### config.mk
export PLATFORM = sky130hd
export DESIGN_NAME = cp_deserializer
export DESIGN_NICKNAME = d
export VERILOG_FILES = /design/src/rtl/ofdm_pkg.sv /design/src/rtl/cp_deserializer.sv
export SDC_FILE = /design/constraint.sdc
export NUM_CORES = 1
export LEC_CHECK = 0
export ABC_AREA = 1
export BUFFER_PORTS_ARGS = -buffer_cell sky130_fd_sc_hd__buf_2
export CAP_MARGIN = 20
export CORE_MARGIN = 2
export CORE_UTILIZATION = 55
export CTS_CLUSTER_DIAMETER = 150
export DETAILED_ROUTE_END_ITERATION = 12
export PLACE_DENSITY = 0.76
export SLEW_MARGIN = 20
export SYNTH_ARGS = -nofsm -noshare
export SYNTH_HDL_FRONTEND = slang
export SYNTH_SLANG_ARGS = --single-unit
### constraint.sdc
create_clock -name clk -period 2.6 [get_ports clk]
set_input_delay 0.26 -clock clk [delete_from_list [all_inputs] [get_ports clk]]
set_output_delay 0.26 -clock clk [all_outputs]
set_load 0.02 [all_outputs]
### src/rtl/ofdm_pkg.sv
// ofdm_pkg: frame geometry and FSM state type shared by the cyclic-prefix serializer and deserializer
package ofdm_pkg;
  localparam int DATA_W    = 16;
  localparam int N_FFT     = 16;
  localparam int CP_LEN    = 3;
  localparam int FRAME_LEN = CP_LEN + N_FFT;
  typedef enum logic {CP, BODY} state_e;
endpackage

### src/rtl/cp_deserializer.sv
// cp_deserializer: strips the cyclic prefix, checks it against the symbol tail, packs the body into one wide word
module cp_deserializer #(
  parameter int DATA_W   = ofdm_pkg::DATA_W,
  parameter int N_FFT    = ofdm_pkg::N_FFT,
  parameter int CP_LEN   = ofdm_pkg::CP_LEN,
  parameter int CP_CHECK = 1
) (
  input  logic                      clk,
  input  logic                      reset,
  input  logic [DATA_W-1:0]         data_in,
  input  logic                      valid_in,
  output logic [N_FFT*DATA_W-1:0]   sym_out,
  output logic                      valid_out,
  output logic                      cp_mismatch
);
  import ofdm_pkg::*;
  localparam int CNT_W = $clog2(N_FFT);
  localparam int CP_W  = (CP_LEN > 1) ? $clog2(CP_LEN) : 1;
  localparam int TAIL  = N_FFT - CP_LEN;
  localparam int SYM_W = N_FFT * DATA_W;
  state_e              state_q;
  logic [CNT_W-1:0]    cnt_q;
  logic [DATA_W-1:0]   cp_buf_q [CP_LEN];
  logic [SYM_W-1:0]    sh_q, sym_q;
  logic                mis_q, valid_q, cpm_q;
  logic                last_cp, last_body, in_tail, mis_d;
  logic [CP_W-1:0]     cp_idx, tail_idx;
  logic [SYM_W-1:0]    sh_d;
  assign last_cp   = cnt_q == CNT_W'(CP_LEN - 1);
  assign last_body = cnt_q == CNT_W'(N_FFT - 1);
  assign cp_idx    = cnt_q[CP_W-1:0];
  assign in_tail   = cnt_q >= CNT_W'(TAIL);
  assign tail_idx  = in_tail ? CP_W'(cnt_q - CNT_W'(TAIL)) : '0;
  assign mis_d     = mis_q | (in_tail && data_in != cp_buf_q[tail_idx]);
  assign sh_d      = {sh_q[SYM_W-DATA_W-1:0], data_in};
  // Frame FSM: fill prefix buffer, then shift in the body while folding the tail compare into a sticky flag
  always_ff @(posedge clk or negedge reset)
    if (!reset) begin
      state_q <= CP;
      cnt_q   <= '0;
      for (int j = 0; j < CP_LEN; j++) cp_buf_q[j] <= '0;
      sh_q    <= '0;
      sym_q   <= '0;
      mis_q   <= 1'b0;
      valid_q <= 1'b0;
      cpm_q   <= 1'b0;
    end else begin
      valid_q <= 1'b0;
      if (valid_in) begin
        if (state_q == CP) begin
          cp_buf_q[cp_idx] <= data_in;
          if (cnt_q == '0) mis_q <= 1'b0;
          cnt_q   <= last_cp ? '0 : cnt_q + 1'b1;
          state_q <= last_cp ? BODY : CP;
        end else begin
          sh_q    <= sh_d;
          mis_q   <= mis_d;
          cnt_q   <= last_body ? '0 : cnt_q + 1'b1;
          state_q <= last_body ? CP : BODY;
          if (last_body) begin
            sym_q   <= sh_d;
            valid_q <= 1'b1;
            cpm_q   <= (CP_CHECK != 0) && mis_d;
          end
        end
      end
    end
  assign sym_out     = sym_q;
  assign valid_out   = valid_q;
  assign cp_mismatch = cpm_q;
endmodule

==> impl_results.md <==
- FF+latch count, synth: 552
- Top cell type by total area after synthesis: sky130_fd_sc_hd__dfrtp_1
- Maximum clock frequency: 0.425 GHz
- Share of synthesized cell area in full adder, half adder and majority cells: 0.00293
- Placement row count: 72
- Synthesized netlist net count: 2331
- Iteration-0 DRC Markers: 1124
- Total Routing Usage GR: 0.263
- HPWL Detailed: 35.2 mm
- Routed WL per cell: 16.7 um
- Starting density of the core: 0.556
- Latest clock arrival within the worst-skew pair: 0.60 ns
- Area share of the largest cell type after synthesis: 0.646
- Number of warnings reported in the yosys synthesis log: 0
- Unrepaired setup endpoints after global routing: false
- Fraction of synthesized cell area in xor and xnor cells: 0.000820
- Clock Pin Slew Worst Setup and Hold Paths: 0.06 ns
- Most frequent cells in the layout: sky130_fd_sc_hd__nand2_1, sky130_fd_sc_hd__dfrtp_1, sky130_fd_sc_hd__o21ai_0
- Final setup vio count: 0
- Leakage: 0.0129 uW
- Routability congestion estimate: 0.875
- Multi-input gate area in the final layout: 5940 um^2
- Sequential element share of the synthesized area: 0.646
- Number of sinks handled by clock tree synthesis: 552
- Switching Power: 11400 uW
- Worst path most repeated cell: sky130_fd_sc_hd__nand2_1
- Vertical die dimension: 201 um
- DIE WIDTH: 201 um
- Utilization after layout: 0.657
- Least-Margin Pin Slew: 0.677 ns
- Top Family by Delay on Critical Path: simple AND/OR/NAND/NOR gates
- Area used by sequential logic in the layout: 13800 um^2
- DR vias: 16211
- Number of distinct library cells after synthesis: 28
- Top-level I/O count: 277
- Max Cap Viol: 0
- Clock Tree Root: sky130_fd_sc_hd__clkbuf_16
- Met3 Track Usage GR: 0.0533
- Post-layout instance count excluding filler cells: 3121
- Share of cells above drive strength 1: 0.159
- Cell at the slowest stage of the critical path: sky130_fd_sc_hd__dfrtp_1
- Crit path max fanout: 29
- Remaining antenna violation count after routing: 0
- Synthesized-area fraction occupied by and/or/nand/nor cells: 0.144
- Die ar.: 40500 um^2
- Number of buffers created by CTS: 54
- Most Crowded Layer GR: met2
- # fillers: 3099
- Met2 usage in global routing: 0.421
- Required time worst endpoint: 3.07 ns
- Number of levels the H-tree was split into: 2
- Pin count of the biggest net entering global routing: 164
- Class of the most critical hold timing path: in -> reg
- Worst IR drop on VDD: 712 uV
- Switching power share of the total: 0.373
- Post-synthesis cell area: 21400 um^2
- Most frequent standard cell in the layout excluding fill and tap cells: sky130_fd_sc_hd__nand2_1
- Mux contribution to synthesized area: 0
- Signal arrival time at the worst endpoint: 2.82 ns
- Proportion of power drawn by the clock network: 0.254
- Worst path max stage delay: 0.39 ns
- Count of inserted antenna diode cells: 0
- CP Buf/Inv Count: 4
- Mean instance size in the synthesized netlist: 9.26 um^2
- Crit path time final: 2.35 ns
- Relative slew slack: 0.549
- Total congestion overflow after global routing: 0
- Final #Nets: 2584
- Number of iterations in the first detailed-routing pass: 5
- P per Cell Area: 1210 nW/um^2
- Area overhead of the layout relative to synthesis: 18.3%
- Hold WS: 0.0558 ns
- Via count normalized by instance count: 5.19
- Clk buf depth: 3
- Number of buffer cells added on primary ports: 276
- Final routed wirelength across all metal layers: 52.1 mm
- Final Hold Violating Endpoints: 0
- Final count of pins violating max slew: 0
- Result of the run: complete, no violations
- Setup tns final: 0 ns
- DRC errors left: 0
- Complex-gate fraction of the synthesized area: 0.129
- Internal power summed over all cells: 19200 uW
- Maximum clock skew at final layout: 0.0234 ns
- Critical-path cell list: inv_1, ha_1, inv_2, nand2_4, nand2_4, inv_2, nand2_2, buf_12, nand3_1, nand3_1, nand2_1, nor2_1, nand2_1, nor2_1, nand2_1, nand2_1, nand2_1, nand2_1, nand2_1
- Combinational family with the most area after synthesis: simple AND/OR/NAND/NOR gates
- Global-route met1 utilization: 0.356
- Global-route wire length before repair: 85.2 mm
- Classification of the worst setup path: reg -> reg
- Final critical-path share of the clock period: 0.905
- Combinational fraction of design power: 0.296
- Clock tree from TritonCTS: built
- Portion of total power attributed to sequential cells: 0.450
- Number of standard cells after synthesis: 2307
- Capturing element type of the critical path: flip-flop
- Leading post-synthesis cells by cell area: sky130_fd_sc_hd__dfrtp_1, sky130_fd_sc_hd__o21ai_0, sky130_fd_sc_hd__nand2_1, sky130_fd_sc_hd__inv_1, sky130_fd_sc_hd__clkbuf_1
- Antenna violations before repair: 0
- Via count of the first global-routing pass: 16129
- Area inside the core boundary: 38500 um^2
- Placed cells: 3005
- Startpoint type of the worst setup path: flip-flop
-- repair_timing --
action                                  4_1_cts  5_1_grt
setup buffers                                 0        0
resized for setup                             0        3
hold endpoints to repair                     91        0
hold buffers                                 17        0
endpoints found under the setup margin        0        1
-- registers in the layout, summed over array words and instances, names as in the netlist --
register	count
cnt_q	4
state_q	1
cp_mismatch	1
cp_buf_q	48
mis_q	1
valid_out	1
sym_out	256
sh_q	240
-- cells by family (layout without fill, tap and decap cells) --
group           after synthesis  in the layout
xor+xnor                      2              2
compound gates              547            547
simple gates                781            781
flops                       552            552
fa+ha+maj                     5              5
buf+inv                     420            716
-- tightest hold or removal path: cells and delay by family --
family | cells | cell delay (ns)
and+or+nand+nor | 1 | 0.09
AOI/OAI and AO/OA | 1 | 0.06
buffers and inverters | 1 | 0.17
-- per-stage QoR --
stage	cell area [um^2]	power, uW	setup WS [ns]
after floorplan	21400	19200	0.286
after global placement	23300	22600	0.279
after detailed placement	23300	22900	0.255
after CTS	25300	30900	0.191
after global routing	25300	32700	0.00393
final	25300	30700	0.248
-- synth_stat cells --
cell                        number
sky130_fd_sc_hd__nand2_4         1
sky130_fd_sc_hd__o21ai_1         1
sky130_fd_sc_hd__nor2_2          1
sky130_fd_sc_hd__a31oi_1         1
sky130_fd_sc_hd__clkbuf_1       96
sky130_fd_sc_hd__nand4_1        13
sky130_fd_sc_hd__ha_1            5
sky130_fd_sc_hd__inv_1         282
sky130_fd_sc_hd__nand2_2         2
sky130_fd_sc_hd__inv_2           3
sky130_fd_sc_hd__buf_2          31
sky130_fd_sc_hd__o221ai_1        1
sky130_fd_sc_hd__clkinv_2        1
sky130_fd_sc_hd__xor2_1          2
sky130_fd_sc_hd__nand3_2         1
sky130_fd_sc_hd__buf_6           4
sky130_fd_sc_hd__dfrtp_1       552
sky130_fd_sc_hd__nand2_1       675
sky130_fd_sc_hd__nand3_1        70
sky130_fd_sc_hd__nor2_4          1
sky130_fd_sc_hd__buf_4           1
sky130_fd_sc_hd__a21oi_1         3
sky130_fd_sc_hd__nor3_1          1
sky130_fd_sc_hd__o22ai_1         1
sky130_fd_sc_hd__o2111ai_1       1
sky130_fd_sc_hd__buf_1           2
sky130_fd_sc_hd__o21ai_0       539
sky130_fd_sc_hd__nor2_1         16
-- layout make-up --
type | count | area share
clock buffer | 78 | 0.0622
timing repair buffer | 331 | 0.0804
sequential | 552 | 0.546
multi-input combinational | 1335 | 0.235
tap | 518 | 0.0256
clock inverter | 21 | 0.00806
inverter | 286 | 0.0428
-- power groups by stage --
stage	clock [uW]	combinational (uW)	sequential [uW]
2_1_floorplan	0	4230	15000
3_3_place_gp	0	8800	13800
3_5_place_dp	0	9060	13900
4_1_cts	7940	9160	13800
5_1_grt	8280	10200	14200
6_report	7780	9080	13800
-- path summary, 6_finish.rpt --
check / from / to / slack [ns] / cells after the start
setup / recovery: cnt_q[1] / cp_mismatch / 0.25 / 19
hold / removal: valid_in / state_q / 0.06 / 3
setup reg to reg: cnt_q[1] / cp_mismatch / 0.25 / 19
hold reg to reg: sym_out[244] / sym_out[244] / 0.47 / 2
max in group asynchronous: reset / sh_q[178] / 1.50 / 3
min in group asynchronous: reset / cp_buf_q[29] / 0.26 / 2
-- layer usage --
layer	part of all wire	vias up
met4	0.037	0
met2	0.48	394
met1	0.43	7934
met5	0	-
li1	-	7778
met3	0.057	105
Note: power is estimated with default switching activity, not from simulation.
